File: config.mk
export PLATFORM = sky130hd
export DESIGN_NAME = mult_div_unit
export DESIGN_NICKNAME = d
export VERILOG_FILES = /design/src/rtl/mult_div_pkg.sv /design/src/rtl/mult_div_unit.sv
export SDC_FILE = /design/constraint.sdc
export NUM_CORES = 1
export LEC_CHECK = 0
export BUFFER_PORTS_ARGS = -buffer_cell sky130_fd_sc_hd__buf_4
export CORE_ASPECT_RATIO = 0.8
export CORE_MARGIN = 4
export CORE_UTILIZATION = 66
export DETAILED_ROUTE_END_ITERATION = 8
export PLACE_DENSITY = 0.95
export SYNTH_ARGS = -nofsm -noshare
export SYNTH_HDL_FRONTEND = slang
export SYNTH_SLANG_ARGS = --single-unit
File: constraint.sdc
create_clock -name clk -period 6.2 [get_ports clk]
set_input_delay 1.24 -clock clk [delete_from_list [all_inputs] [get_ports clk]]
set_output_delay 1.24 -clock clk [all_outputs]
set_load 0.1 [all_outputs]
File: src/rtl/mult_div_pkg.sv
// Shared encodings for the iterative multiply/divide unit: operation
// select values and the controller state enumeration.
package mult_div_pkg;

    typedef enum logic [1:0] {
        OP_MULT  = 2'b00,
        OP_MULTU = 2'b01,
        OP_DIV   = 2'b10,
        OP_DIVU  = 2'b11
    } mdOp_e;

    typedef enum logic [1:0] {
        IDLE = 2'b00,
        CALC = 2'b01,
        FIX  = 2'b10
    } mdState_e;

endpackage

File: src/rtl/mult_div_unit.sv
// Iterative multiply/divide unit: one product/quotient bit per cycle on operand
// magnitudes, with sign correction applied in a final FIX cycle.
module mult_div_unit
    import mult_div_pkg::*;
#(
    parameter int WIDTH = 32,
    parameter int CNT_W = $clog2(WIDTH + 1)
) (
    input  logic             clk,
    input  logic             reset,
    input  logic             start,
    input  logic [1:0]       op,
    input  logic [WIDTH-1:0] a,
    input  logic [WIDTH-1:0] b,
    input  logic             abort,
    output logic [WIDTH-1:0] hi,
    output logic [WIDTH-1:0] lo,
    output logic             busy,
    output logic             done,
    output logic             div_zero
);

    mdState_e             state;
    logic [2*WIDTH-1:0]   acc;
    logic [WIDTH-1:0]     bMag;
    logic                 isDiv;
    logic                 signA;
    logic                 signB;
    logic [CNT_W-1:0]     cnt;

    logic                 reqSigned;
    logic                 reqDiv;
    logic                 reqDivZero;
    logic [WIDTH-1:0]     aMagIn;
    logic [WIDTH-1:0]     bMagIn;

    always_comb begin
        reqSigned  = (op == OP_MULT) || (op == OP_DIV);
        reqDiv     = (op == OP_DIV) || (op == OP_DIVU);
        reqDivZero = reqDiv && (b == '0);
        aMagIn     = (reqSigned && a[WIDTH-1]) ? -a : a;
        bMagIn     = (reqSigned && b[WIDTH-1]) ? -b : b;
    end

    // One iteration step. Multiply: add-and-shift-right with carry into the
    // top. Divide: shift left, then keep the trial subtraction if it didn't
    // borrow; the partial remainder needs WIDTH+1 bits right after the shift.
    logic [WIDTH:0]       mulSum;
    logic [WIDTH:0]       divRem;
    logic [WIDTH:0]       divDiff;
    logic [2*WIDTH-1:0]   accNext;

    always_comb begin
        mulSum  = {1'b0, acc[2*WIDTH-1:WIDTH]} + (acc[0] ? {1'b0, bMag} : '0);
        divRem  = acc[2*WIDTH-1:WIDTH-1];
        divDiff = divRem - {1'b0, bMag};
        if (isDiv) begin
            if (!divDiff[WIDTH])
                accNext = {divDiff[WIDTH-1:0], acc[WIDTH-2:0], 1'b1};
            else
                accNext = {divRem[WIDTH-1:0], acc[WIDTH-2:0], 1'b0};
        end else begin
            accNext = {mulSum, acc[WIDTH-1:1]};
        end
    end

    // Sign fix-up; signs are captured as 0 for unsigned ops.
    logic [2*WIDTH-1:0]   prod;
    logic [WIDTH-1:0]     quo;
    logic [WIDTH-1:0]     rem;

    always_comb begin
        prod = (signA ^ signB) ? -acc : acc;
        quo  = (signA ^ signB) ? -acc[WIDTH-1:0] : acc[WIDTH-1:0];
        rem  = signA ? -acc[2*WIDTH-1:WIDTH] : acc[2*WIDTH-1:WIDTH];
    end

    always_ff @(posedge clk or negedge reset) begin
        if (!reset) begin
            state    <= IDLE;
            acc      <= '0;
            bMag     <= '0;
            isDiv    <= 1'b0;
            signA    <= 1'b0;
            signB    <= 1'b0;
            cnt      <= '0;
            hi       <= '0;
            lo       <= '0;
            done     <= 1'b0;
            div_zero <= 1'b0;
        end else begin
            done     <= 1'b0;
            div_zero <= 1'b0;
            case (state)
                IDLE: begin
                    if (start && !abort) begin
                        if (reqDivZero) begin
                            done     <= 1'b1;
                            div_zero <= 1'b1;
                        end else begin
                            state <= CALC;
                            acc   <= {{WIDTH{1'b0}}, aMagIn};
                            bMag  <= bMagIn;
                            isDiv <= reqDiv;
                            signA <= reqSigned && a[WIDTH-1];
                            signB <= reqSigned && b[WIDTH-1];
                            cnt   <= '0;
                        end
                    end
                end
                CALC: begin
                    if (abort) begin
                        state <= IDLE;
                    end else begin
                        acc <= accNext;
                        cnt <= cnt + 1'b1;
                        if (cnt == CNT_W'(WIDTH - 1))
                            state <= FIX;
                    end
                end
                FIX: begin
                    if (!abort) begin
                        if (isDiv) begin
                            hi <= rem;
                            lo <= quo;
                        end else begin
                            hi <= prod[2*WIDTH-1:WIDTH];
                            lo <= prod[WIDTH-1:0];
                        end
                        done <= 1'b1;
                    end
                    state <= IDLE;
                end
                default: state <= IDLE;
            endcase
        end
    end

    assign busy = (state != IDLE);

endmodule

======== Yosys cells after proc, flatten, opt, wreduce, memory -nomap -nowiden ========
Cells that the tools add are included.
word-level totals
  register bits after elaboration ......... 173
  input port bits ......................... 70
  output and inout bits ................... 67
  logic and storage cells ................. 75
cells by class
  add/sub/neg operators ................... 8
  eq/ne operators ......................... 9
  mux-type cells .......................... 28
  bitwise logic cells ..................... 3
  reduce and logical (&&, ||, !) cells .... 16
operators with widths
  cell                   number
  $mux W64               6
  $mux W32               7
  $neg A32 Y32           4
  $pmux W64 S2           1
  $neg A64 Y64           1
  $add A32 B32 Y33       1
  $sub A33 B32 Y33       1
  $logic_not A32 Y1      1
  $mux W6                3
  $pmux W6 S2            1
  $mux W2                4
  $add A6 B1 Y6 const B  1
  $eq A2 B2 Y1 const B   3
  $eq A6 B5 Y1 const B   1
  $ne A2 B2 Y1 const B   3
  $reduce_and A3 Y1      2
  $logic_and A1 B1 Y1    4
  $logic_not A2 Y1       2
  $mux W1                4
  $pmux W2 S2            1
  $reduce_and A4 Y1      1
  $reduce_bool A2 Y1     2
  $ne A3 B3 Y1 const B   1
  $eq A2 B1 Y1 const B   1
  other kinds (6)        8

======== Logic depth before layout (Yosys ltp) ========
  word-level depth ........................ 7
  gate-level depth with buffers ........... 14
  gate-level depth less buffers ........... 13

======== Least setup slack after synthesis ========
OpenSTA, ideal clock, no wires.
  path kind ............................... input -> register
  from .................................... input a[5]
  to ...................................... register acc[27]
  library setup time ...................... 94 ps
  arrival ................................. 3414 ps
  data required time ...................... 6106 ps
  path slack .............................. 2692 ps
  stages .................................. 9
  path buffers ............................ 0
  cell sequence ........................... or4_1 > or3_1 > or3_1 > nor2_1 > nand2_1 > nor3_1 > a21oi_1 > xnor2_1 > a211oi_1
between the ends
  word-level cells in the longest chain between the ends .. 5
ends and longest elaborated chain
  element               RTL line              text
  start, declared       mult_div_unit.sv:13   input logic [WIDTH-1:0] a,
  $neg A32 Y32          mult_div_unit.sv:41   aMagIn = (reqSigned && a[WIDTH-1]) ? -a : a;
  $mux W32              mult_div_unit.sv:41
  $mux W64              mult_div_unit.sv:97   if (reqDivZero) begin
  $mux W64              mult_div_unit.sv:96   if (start && !abort) begin
  $pmux W64 S2          mult_div_unit.sv:94   case (state)
  end signal, assigned  mult_div_unit.sv:102  acc <= {{WIDTH{1'b0}}, aMagIn};
  end signal, assigned  mult_div_unit.sv:115  acc <= accNext;
  end, declared         mult_div_unit.sv:24   logic [2*WIDTH-1:0] acc;
Every way passes these cells. The select of a mux whose other input is x is not followed.
A chain may end at the register's enable or synchronous reset.

======== Worst setup path after layout ========
  from .................................... register acc[31]
  to ...................................... register acc[34]
between the ends
  word-level cells in the longest chain between the ends .. 5
ends and longest elaborated chain
  element           RTL line              text
  $sub A33 B32 Y33  mult_div_unit.sv:56   divDiff = divRem - {1'b0, bMag};
  $mux W64          mult_div_unit.sv:58   if (!divDiff[WIDTH])
  $mux W64          mult_div_unit.sv:57   if (isDiv) begin
  $mux W64          mult_div_unit.sv:112  if (abort) begin
  $pmux W64 S2      mult_div_unit.sv:94
Every way passes these cells. The select of a mux whose other input is x is not followed.

==> metrics.md <==
| Metric | Value |
|---|---|
| Critical Path Max Stage Delay | approximately 0.52 ns |
| Root Driver | clkbuf_16 |
| Post-Route WL | 45000 µm |
| GRT overflow | 0 |
| Worst reg2reg setup slack | between 1.5 and 2 ns |
| Seq/Total Area, Yosys | slightly above 30% |
| Nets | between 2000 and 2500 |
| Largest net degree at the start of global routing | approximately 130 |
| Initial DRC count | between 1500 and 2000 |
| Worst vdd ir | 233 µV |
| Post-synth EDFFs | 0 |
| R2R cell count | 13 |
| Worst Tran Pin Value | 1.28 ns |
| Crit path max fanout | 17 |
| Final Instance Area | roughly 0.016 mm² |
| Nature of the critical path endpoint | flip-flop |
| Gp weighted congestion | 1.03 |
| Wl on met1 | 18700 µm |
| Worst-path clk slew | roughly 0.070 ns |
| CTS max path bufs | 2 |
| Crit path to | acc[34]$_DFFE_PN0P_ |
| CP startpoint kind | flip-flop |
| Drt via density | a little under 7 |
| Final core occ | between 70% and 80% |
| Placed inst area | between 0.015 and 0.02 mm² |
| Via count | ~15000 |
| Power per standard cell area | ~440 mW/mm² |
| Die W | between 150 and 200 µm |
| Highest Signal Layer | met4 |
| Vias in the first global route | between 10000 and 15000 |
| First-pass detailed-route iteration total | 8 |
| Syn Nets | slightly below 2000 |
| IO Port Bufs | 136 |
| Synth cell types | 79 |
| Reg-to-reg critical path startpoint | acc[31]$_DFFE_PN0P_ |
| Placed insts | around 2100 |
| Sw Share | between 50% and 60% |
| Final Hold Fails | 0 |
| Yosys reg bits | 173 |
| Slowest CP cell | xor2_4 |
| Initial Utilization | 67.8% |
| Average wire per standard cell | 20.9 µm |
| Post-CTS Repair Setup Buffers | 0 |
| Sw power | around 3.5 mW |
| # hold bufs at CTS | 0 |
| Critical path class | flip-flop to flip-flop |
| Worst Hold Class | flip-flop to flip-flop |
| Final WS setup | approximately 1.6 ns |
| Seq pwr share | a little over a quarter |
| DP HPWL | 33400 µm |
| Fin Setup TNS | 0 ns |
| Final period util | between 70% and 80% |
| Peak Freq | about 220 MHz |
| Initial antenna violation count | 0 |
| Worst r2r dst | acc[34]$_DFFE_PN0P_ |
| Max-slew headroom | about 14% |
| Num CTS Buffers | 17 |
| Layout cell share with drive strength beyond 1 | 12.0% |
| Final Max Tran Viols | 0 |
| Clock net sink count | ~170 |
| CTS tree | done |
| Die H | approximately 140 µm |
| Max-Cap Viols | 0 |
| Antenna cell count | 0 |
| Clock Latency Late Sink | 0.46 ns |
| FFs w/ async S/R, synth | 100% |
| Post-Syn Instances | approximately 1800 |
| Status | finished clean |
| I/O pin count | 137 |
| Internal power | between 3 and 4 mW |
| Worst EP arrival | a little under 5 ns |
| Post-CTS sizing | 0 |
| Non-Filler Instances | roughly 2200 |
| CP Cell Sequence | inv_1, ha_1, fa_1, nand2b_1, a21oi_1, o21ai_0, nand4b_1, nand3_1, o21ai_2, xor2_4, buf_4, mux2i_1, a221o_1 |
| Leak Pwr | 7.01 nW |
| Unrepaired setup endpoints after global routing | no |
| Worst Skew | 0.0203 ns |
| Yosys warning count | 0 |
| Cell area after synthesis | approximately 0.014 mm² |
| Met2 routed WL | between 15000 and 20000 µm |
| Post-route ant nets | 0 |
| Num rows | 47 |
| Synth Flop Type | dfrtp_1 |
| Global router's overall resource usage | 36.9% |
| H-tree levels | 4 |
| CP required | between 6 and 7 ns |
| Core Region | between 0.02 and 0.025 mm² |
| Logic gate share of total power | between 50% and 60% |
| Critical path launch point | acc[31]$_DFFE_PN0P_ |
| Finish-stage setup viols | 0 |
| Synth Area per Inst | 7.90 µm² |
| Share of total power in the clock network | around 16% |
| Remaining DRCs | 0 |
| First-pass GRT wire length | between 70000 and 80000 µm |
| Die area | approximately 0.024 mm² |
| Dpl ws | between 1.5 and 2 ns |
| Area grow syn2layout | 12.4% |
| Min Tclk post-route | around 4.6 ns |
| Met3 WL post-DR | ~6700 µm |
## synthesized netlist by cell type, types with 12 or more instances
cell | instances | area share (%)
o31ai_1 | 27 | 1.4
a21o_1 | 19 | 1.0
ha_1 | 69 | 6.1
clkbuf_1 | 78 | 2.1
or2_2 | 12 | 0.53
o21ai_0 | 241 | 8.5
a21oi_1 | 115 | 4.1
nand2_1 | 243 | 6.4
nor3_1 | 44 | 1.6
o211ai_1 | 18 | 0.95
nor2_1 | 131 | 3.5
xnor2_1 | 110 | 6.8
xor2_1 | 64 | 4.0
a211oi_1 | 18 | 0.95
a22oi_1 | 19 | 1.0
or4_1 | 13 | 0.69
nor4_1 | 18 | 0.79
nand3_1 | 26 | 0.92
nand2b_1 | 27 | 1.2
or3_1 | 22 | 0.97
mux2i_1 | 52 | 3.7
inv_1 | 67 | 1.8
a31oi_1 | 15 | 0.66
dfrtp_1 | 173 | 31
## how the worst min path moves through the flow
stage / startpoint / endpoint / slack (ns) / depth (start not counted)
floorplan: bMag[14]$_DFFE_PN0P_ / bMag[14]$_DFFE_PN0P_ / 0.45 / 2
global placement: hi[9]$_DFFE_PN0P_ / hi[9]$_DFFE_PN0P_ / 0.46 / 2
detailed placement: bMag[30]$_DFFE_PN0P_ / bMag[30]$_DFFE_PN0P_ / 0.47 / 2
CTS: bMag[30]$_DFFE_PN0P_ / bMag[30]$_DFFE_PN0P_ / 0.49 / 2
global route: hi[6]$_DFFE_PN0P_ / hi[6]$_DFFE_PN0P_ / 0.51 / 2
finish: bMag[27]$_DFFE_PN0P_ / bMag[27]$_DFFE_PN0P_ / 0.48 / 2
## critical path: cells and delay by family (launching register included)
kind                       cells  cell delay, ns
adders and majority gates      2            0.70
muxes                          1            0.13
and+or+nand+nor                3            0.68
AOI/OAI and AO/OA              4            1.42
DFF                            1            0.42
buffers and inverters          2            0.58
xor gates and xnor gates       1            0.52
## area by class of cell
class | count | area (µm²)
multi-input cells | 1461 | 9270
fillers | 1481 | 4980
flip-flops and latches | 173 | 4330
repair buffers | 150 | 1130
clock buffers | 17 | 425
well taps | 269 | 337
inverters | 68 | 255
clock inverters | 15 | 203
## placed cells by master, fill, tap and decap left out, types with 19 or more instances in the layout
cell      count
nand3_1      26
a22oi_1      19
mux2i_1      52
xnor2_1     110
inv_1        67
dfrtp_1     172
a21oi_1     115
o31ai_1      27
buf_4       149
nor2_1      130
or3_1        22
o21ai_0     241
nand2_1     242
nor3_1       44
ha_1         69
a21o_1       19
nand2b_1     27
xor2_1       63
## cells by family after synthesis
family / count (synthesis) / share of synthesized area, %
buffers and inverters: 161 / 4.40
flip-flops: 173 / 30.5
multiplexers: 57 / 4.07
XOR/XNOR: 175 / 10.9
AND/OR/NAND/NOR: 596 / 20.0
AO/OA/AOI/OAI: 562 / 23.8
adder cells (fa/ha/maj): 71 / 6.37
## flip-flops by register name, summed over array words and instances, names as in the netlist
signal and count:
div_zero 1, done 1, signB 1, signA 1, state 2, bMag 32
isDiv 1, hi 32, lo 32, acc 64, cnt 6
## routing by layer
metal | vias up | global-route usage (%)
met5 | - | 0
met4 | 0 | 10.8
met3 | 161 | 12.3
met2 | 1093 | 51.7
met1 | 6766 | 54.3
li1 | 6563 | -
## through the flow
stage               total power [mW]  hold slack, ns
detailed placement              5.57           0.472
global placement                5.46           0.462
global route                    7.31           0.505
finish                          6.95           0.485
CTS                             6.75           0.489
floorplan                       4.54           0.450
## power groups by stage
stage | Combinational (mW) | Clock, mW | Sequential (mW)
floorplan | 2.98 | 0 | 1.56
global placement | 3.67 | 0 | 1.80
detailed placement | 3.75 | 0 | 1.82
CTS | 3.82 | 1.13 | 1.80
global route | 4.28 | 1.18 | 1.85
finish | 3.97 | 1.14 | 1.84
Note: power is estimated with default switching activity, not from simulation.
